<file path="src/rtl/general_defs.sv">
// Shared type definitions for the fetch front end.
//   HALF_WORD          : one 16-bit Thumb instruction
//   WORD               : 32-bit byte address / data word
//   stall_pipeline_sig : pipeline stall request
//   fetch_state_t      : fetch_unit control states
package general_defs;

  typedef logic [15:0] HALF_WORD;
  typedef logic [31:0] WORD;
  typedef logic        stall_pipeline_sig;

  // LOAD : instruction RAM is being filled from the load port
  // PRIME: one dead cycle that presents RESET_PC before fetching starts
  // RUN  : program counter sequencing
  typedef enum logic [1:0] {
    LOAD  = 2'd0,
    PRIME = 2'd1,
    RUN   = 2'd2
  } fetch_state_t;

endpackage

</file>
<file path="src/rtl/fetch_unit.sv">
// Program-counter and fetch-control stage feeding the instruction memory.
// After reset it loads halfwords into instruction RAM at sequential byte
// addresses, then sequences the PC (stall hold, taken-branch redirect).
//
// Parameters
//   MEM_BYTES : instruction RAM size in bytes (power of two)
//   RESET_PC  : byte address of the first fetched instruction (even)
// Ports
//   clk_i, reset_i             : clock, asynchronous active-high reset
//   program_load_i             : stay in / return to the load phase
//   load_valid_i, load_data_i  : halfword to write during load
//   stall_pipeline_i           : hold the PC
//   branch_taken_i, branch_target_i : redirect request and byte target
//   program_mem_write_en_o     : RAM write strobe
//   instruction_o              : RAM write data
//   instruction_addr_o         : RAM byte address (write or fetch)
//   is_valid_o                 : issued fetch is a real instruction
//   load_overflow_o            : sticky, a write was attempted past capacity
//   running_o                  : fetching in RUN
module fetch_unit
  import general_defs::*;
#(
  parameter int MEM_BYTES = 512,
  parameter int RESET_PC  = 0
) (
  input  logic        clk_i,
  input  logic        reset_i,
  input  logic        program_load_i,
  input  logic        load_valid_i,
  input  logic [15:0] load_data_i,
  input  logic        stall_pipeline_i,
  input  logic        branch_taken_i,
  input  logic [31:0] branch_target_i,
  output logic        program_mem_write_en_o,
  output logic [15:0] instruction_o,
  output logic [31:0] instruction_addr_o,
  output logic        is_valid_o,
  output logic        load_overflow_o,
  output logic        running_o
);

  localparam int AW = $clog2(MEM_BYTES);

  // load_ptr needs one extra bit so it can reach MEM_BYTES ("RAM full").
  localparam logic [AW:0]   LOAD_FULL  = (AW+1)'(MEM_BYTES);
  localparam logic [AW:0]   LOAD_STEP  = (AW+1)'(2);
  localparam logic [AW-1:0] PC_STEP    = AW'(2);
  localparam logic [AW-1:0] RESET_PC_A = AW'(RESET_PC);

  fetch_state_t  state_q, state_d;
  logic [AW:0]   load_ptr_q, load_ptr_d;
  logic [AW-1:0] pc_q, pc_d;
  logic          we_q, we_d;
  HALF_WORD      data_q, data_d;
  WORD           addr_q, addr_d;
  logic          valid_q, valid_d;
  logic          ovf_q, ovf_d;
  logic          running_q, running_d;

  // Branch target reduced modulo RAM size with bit 0 forced to zero.
  logic [AW-1:0] target_a;
  assign target_a = {branch_target_i[AW-1:1], 1'b0};

  // Upper target bits and bit 0 are deliberately discarded.
  logic unused_target_bits;
  assign unused_target_bits = ^{branch_target_i[31:AW], branch_target_i[0]};

  always_comb begin
    state_d    = state_q;
    load_ptr_d = load_ptr_q;
    pc_d       = pc_q;
    we_d       = 1'b0;
    data_d     = data_q;
    addr_d     = addr_q;
    valid_d    = valid_q;
    ovf_d      = ovf_q;
    running_d  = running_q;

    case (state_q)
      LOAD: begin
        valid_d   = 1'b0;
        running_d = 1'b0;
        // A valid arriving with program_load_i low is still written.
        if (load_valid_i) begin
          if (load_ptr_q == LOAD_FULL) begin
            ovf_d = 1'b1;
          end else begin
            we_d       = 1'b1;
            data_d     = load_data_i;
            addr_d     = WORD'(load_ptr_q);
            load_ptr_d = load_ptr_q + LOAD_STEP;
          end
        end
        if (!program_load_i) begin
          state_d = PRIME;
        end
      end

      PRIME: begin
        addr_d    = WORD'(RESET_PC_A);
        valid_d   = 1'b0;
        running_d = 1'b0;
        pc_d      = RESET_PC_A;
        state_d   = RUN;
      end

      RUN: begin
        if (program_load_i) begin
          state_d    = LOAD;
          load_ptr_d = '0;
          valid_d    = 1'b0;
          running_d  = 1'b0;
        end else begin
          running_d = 1'b1;
          if (branch_taken_i) begin
            // Bubble on the target, the instruction after it comes next.
            addr_d  = WORD'(target_a);
            valid_d = 1'b0;
            pc_d    = target_a + PC_STEP;
          end else if (!stall_pipeline_i) begin
            addr_d  = WORD'(pc_q);
            valid_d = 1'b1;
            pc_d    = pc_q + PC_STEP;
          end
          // Stall without branch: address, validity and PC all hold.
        end
      end

      default: begin
        state_d = LOAD;
      end
    endcase
  end

  always_ff @(posedge clk_i or posedge reset_i) begin
    if (reset_i) begin
      state_q    <= LOAD;
      load_ptr_q <= '0;
      pc_q       <= RESET_PC_A;
      we_q       <= 1'b0;
      data_q     <= '0;
      addr_q     <= '0;
      valid_q    <= 1'b0;
      ovf_q      <= 1'b0;
      running_q  <= 1'b0;
    end else begin
      state_q    <= state_d;
      load_ptr_q <= load_ptr_d;
      pc_q       <= pc_d;
      we_q       <= we_d;
      data_q     <= data_d;
      addr_q     <= addr_d;
      valid_q    <= valid_d;
      ovf_q      <= ovf_d;
      running_q  <= running_d;
    end
  end

  assign program_mem_write_en_o = we_q;
  assign instruction_o          = data_q;
  assign instruction_addr_o     = addr_q;
  assign is_valid_o             = valid_q;
  assign load_overflow_o        = ovf_q;
  assign running_o              = running_q;

endmodule

</file>
<file path="config.mk">
export PLATFORM = sky130hd
export DESIGN_NAME = fetch_unit
export DESIGN_NICKNAME = d
export VERILOG_FILES = /design/src/rtl/general_defs.sv /design/src/rtl/fetch_unit.sv
export SDC_FILE = /design/constraint.sdc
export NUM_CORES = 1
export LEC_CHECK = 0
export ABC_AREA = 1
export CORE_MARGIN = 2
export CORE_UTILIZATION = 25
export DETAILED_ROUTE_END_ITERATION = 12
export GPL_TIMING_DRIVEN = 0
export PLACE_DENSITY = 0.55
export SETUP_SLACK_MARGIN = 0.5
export SLEW_MARGIN = 5
export SYNTH_ARGS = -nofsm -noshare
export SYNTH_HDL_FRONTEND = slang
export SYNTH_SLANG_ARGS = --single-unit
</file>
<file path="constraint.sdc">
create_clock -name clk_i -period 2 [get_ports clk_i]
set_clock_uncertainty 0.15 [all_clocks]
set_input_delay 0.5 -clock clk_i [delete_from_list [all_inputs] [get_ports clk_i]]
set_output_delay 0.5 -clock clk_i [all_outputs]
set_load 0.02 [all_outputs]
</file>
==> summary by stage <==
Outcome
The flow ran to the end, and the final reports show no timing, DRC or antenna violations.

Drt
The final wirelength is 7.50 mm. The via count is roughly 2,600. In the routed layout, each cell is associated on average with a via count of approximately 4.2. The residual DRC count is 0. The length of the first detailed-routing pass in iterations is 4. After detailed routing, the average wire length per cell comes to around 12 um. The count of nets left with antenna violations once routing finished came out at 0. The detailed router's first-iteration violation count is about 140.

GRT
Summed over all layers, the global routing overflow is 0. The largest net degree at the start of global routing is 25. The overall global routing resource usage is between 10% and 20%. The initial antenna violation count is 1.

The first global-routing pass estimated 11.6 mm of wire. The number of global-route vias before repair is 2,462.

Synth
In the synthesized netlist the dominant register cell turns out to be sky130_fd_sc_hd__dfrtp_1. After synthesis, the cell types taking the most area are sky130_fd_sc_hd__dfrtp_1 43%, sky130_fd_sc_hd__nand2_1 16%, sky130_fd_sc_hd__buf_4 6.5%. The fraction of synthesis flops using an asynchronous set or reset pin is 100%. The largest total area in the synthesized netlist belongs to sky130_fd_sc_hd__dfrtp_1.

Synthesis produced ~340 cells. The number of synthesized register bits is 48. Sorting the synthesized cells by how often they occur yields 119 x sky130_fd_sc_hd__nand2_1, 48 x sky130_fd_sc_hd__dfrtp_1, 28 x sky130_fd_sc_hd__inv_1. Yosys printed 0 warnings.

The synthesized netlist occupies a cell area of 2760 um2. Counting distinct cell types in the post-synthesis netlist gives 35. The synthesized design devotes to its leading area cell type 43.5% of total area. Sequential cells were found to cover a little over two fifths of the synthesized design area.

The average cell area after synthesis is 8.03 um2. The cell with the most instances after synthesis is sky130_fd_sc_hd__nand2_1. The number of flops mapped to enable cells by yosys is 0.

Pwr
In this run the static leakage power is 2.32 nW. The cell-internal power is around 0.0036 W. In this run, flip-flops and latches consume approximately 25% of the power. The overall power is between 0.006 and 0.007 W. For this design the total switching power over the nets is around 0.0025 W.

The clock network fraction of total power is 12.2%. The combinational power share is 62.8%. The power density of the placed cells is approximately 1300 nW/um2. The maximum resistive drop on vdd is between 0.6 and 0.7 mV. Of the total power, the share spent switching nets is about 40%.

Timing
The hold violation total from the final report is 0. The time the worst path needs with I/O delays and setup is ~1700 ps. At the pin with the least slew margin, the transition time is about 590 ps. The number of pins exceeding their max-slew limit in the final report is 0. In the post-route analysis, the smallest setup slack over all paths is between 200 and 300 ps. The final cycle utilization of the critical path is 86.0%. The worst max-slew margin expressed relative to the limit is about three fifths. The top achievable clock speed is ~0.58 GHz. Setup repair after global routing could not meet its margin everywhere. The setup violation total in the final timing report is 0.

Clock network
The tree is rooted in a sky130_fd_sc_hd__clkbuf_8. At the later pin of the worst-skew pair, clock insertion delay measures ~310 ps. The H-tree depth is 2. Clock-pin slew was measured on the worst setup and hold paths at 100 ps. The clock passes through at most 2 buffers. The clock drives 48 sinks. In this run, CTS created clock tree buffers numbering 5. TritonCTS built the clock tree. The number of hold buffers added after cts is 0.

Floorplanning
The y dimension of the die is around 110 um. The initialized floorplan defines 38 standard-cell rows. The starting utilization of the core area is 25.6%. The count of pins on the block boundary is 106. The placeable core region is approximately 11,000 um2. The die is between 100 and 150 um wide.

The die footprint is 11,900 um2.

Hold path
The worst hold path passes through 2 cells. The min-delay analysis places its worst path in the category reg -> reg.

Place
Input and output buffers added on the ports amount to 57. The global placement routability congestion is about 0.85. Summed over all nets, the half-perimeter wirelength after detailed placement is about 4.7 mm.

OpenSTA, run right after detailed placement, puts the worst setup slack at -72.5 ps. The instance count after placement with tap cells included is between 500 and 600. Once placement finished, the instance area stood at between 3000 and 4000 um2.

Worst setup path
The worst register-to-register path has a depth of 10. In this run the worst path has a maximum fanout of 6. The slowest stage cell on the critical path is sky130_fd_sc_hd__dfrtp_2. The required time reported for the critical path endpoint is 2040 ps. The critical path goes through ha_4 > buf_6 > nand2_2 > inv_2 > nor2_1 > and3_4 > nand2_8 > buf_6 > nand2_2 > o21ai_1.

STA classifies the critical path endpoint as a flop. The path length in cells of the critical path is 10. In this design, the stage delay of the slowest critical-path cell is 450 ps.

Together, buffers and inverters on the worst path number 3. The startpoint type of the worst setup path is a flop. The family with the most delay on the worst path is simple AND/OR/NAND/NOR gates.

The worst setup path category is reg -> reg. The data arrival time at the worst-slack endpoint is ~1800 ps.

Final layout
The finished cells cover 4590 um2. The number of nets in the final layout is roughly 550. After the flow finishes, the layout carries non-filler instances totaling 633. The ratio of cells with drive above 1 in the final layout is about 43%. Cells fill between 40% and 50% of the core in the end. The area growth from synthesis to layout is 66.1%.

Job
The number of maximum-capacitance violations is 0.
placed cells by master (no fill, tap or decap), drive strengths merged, types with 6 or more instances in the layout:
cell type	instances
nand2	141
buf	117
dfrtp	48
inv	31
clkdlybuf4s50	24
o21ai	24
conb	23
nor2	20
nand3	19
a22oi	8
ha	8
clkbuf	6
worst paths after layout:
path	startpoint	end	slack, ps
worst max-delay path	state_q[1]	instruction_addr_o[3]	280
worst min-delay path	pc_q[8]	pc_q[8]	340
worst max register to register	state_q[1]	instruction_addr_o[3]	280
worst min register to register	pc_q[8]	pc_q[8]	340
max in group asynchronous	reset_i	load_ptr_q[5]	730
min in group asynchronous	reset_i	load_ptr_q[6]	600
cell type report:
cell class / count / area [um2]
fill: 1062 / 6200
multi-input combinational: 257 / 1520
sequential: 48 / 1210
timing repair buffer: 116 / 1140
buffer: 30 / 275
tap: 140 / 175
inverter: 32 / 135
clock buffer: 5 / 68.8
clock inverter: 3 / 46.3
timing repair inverter: 1 / 7.51
antenna: 1 / 2.50
routing by layer:
metal	vias up	GRT usage, %	wire [um]
met5	-	0	0
met4	0	3.66	65
met3	5	3.41	399
met2	64	21.7	3880
met1	1247	15.1	3160
li1	1332	-	-
power groups by stage:
stage | clock, W | sequential (W) | combinational [W]
6_report | 0.000747 | 0.00154 | 0.00386
2_1_floorplan | 0 | 0.00177 | 0.00138
3_3_place_gp | 0 | 0.00152 | 0.00246
3_5_place_dp | 0 | 0.00153 | 0.00249
4_1_cts | 0.000762 | 0.00152 | 0.00339
5_1_grt | 0.000818 | 0.00157 | 0.00416
state kept, by name, indices dropped and copies added (netlist names):
name,count
instruction_o,16
instruction_addr_o,9
load_ptr_q,9
pc_q,8
state_q,2
is_valid_o,1
load_overflow_o,1
program_mem_write_en_o,1
running_o,1
tightest hold or removal path: cells and delay by family, from the launching register on:
kind,cells,cell delay [ps]
flops,1,360
simple gates,2,110
kinds of logic (layout without fill, tap and decap cells):
family	count (synthesis)	after routing	synth area share, %
buffers and inverters	62	187	13.5
xor gates and xnor gates	2	2	0.634
adders and majority gates	8	8	3.62
other	1	24	0.136
DFF	48	48	43.5
AOI/OAI and AO/OA	39	39	8.83
and+or+nand+nor	184	185	29.8
timing repair:
item | 4_1_cts | 5_1_grt
gates cloned | 4 | 1
endpoints found under the setup margin | 122 | 75
pin swaps | 13 | 17
gates resized for setup | 207 | 43
buffers inserted | 37 | 19
through the flow:
stage / setup TNS (ps) / hold slack [ps]
detailed placement: -592 / 318
global placement: -592 / 315
CTS: 0 / 345
finish: 0 / 344
floorplan: 0 / 299
global route: 0 / 370
No activity file was read; power rests on OpenSTA's default activity.
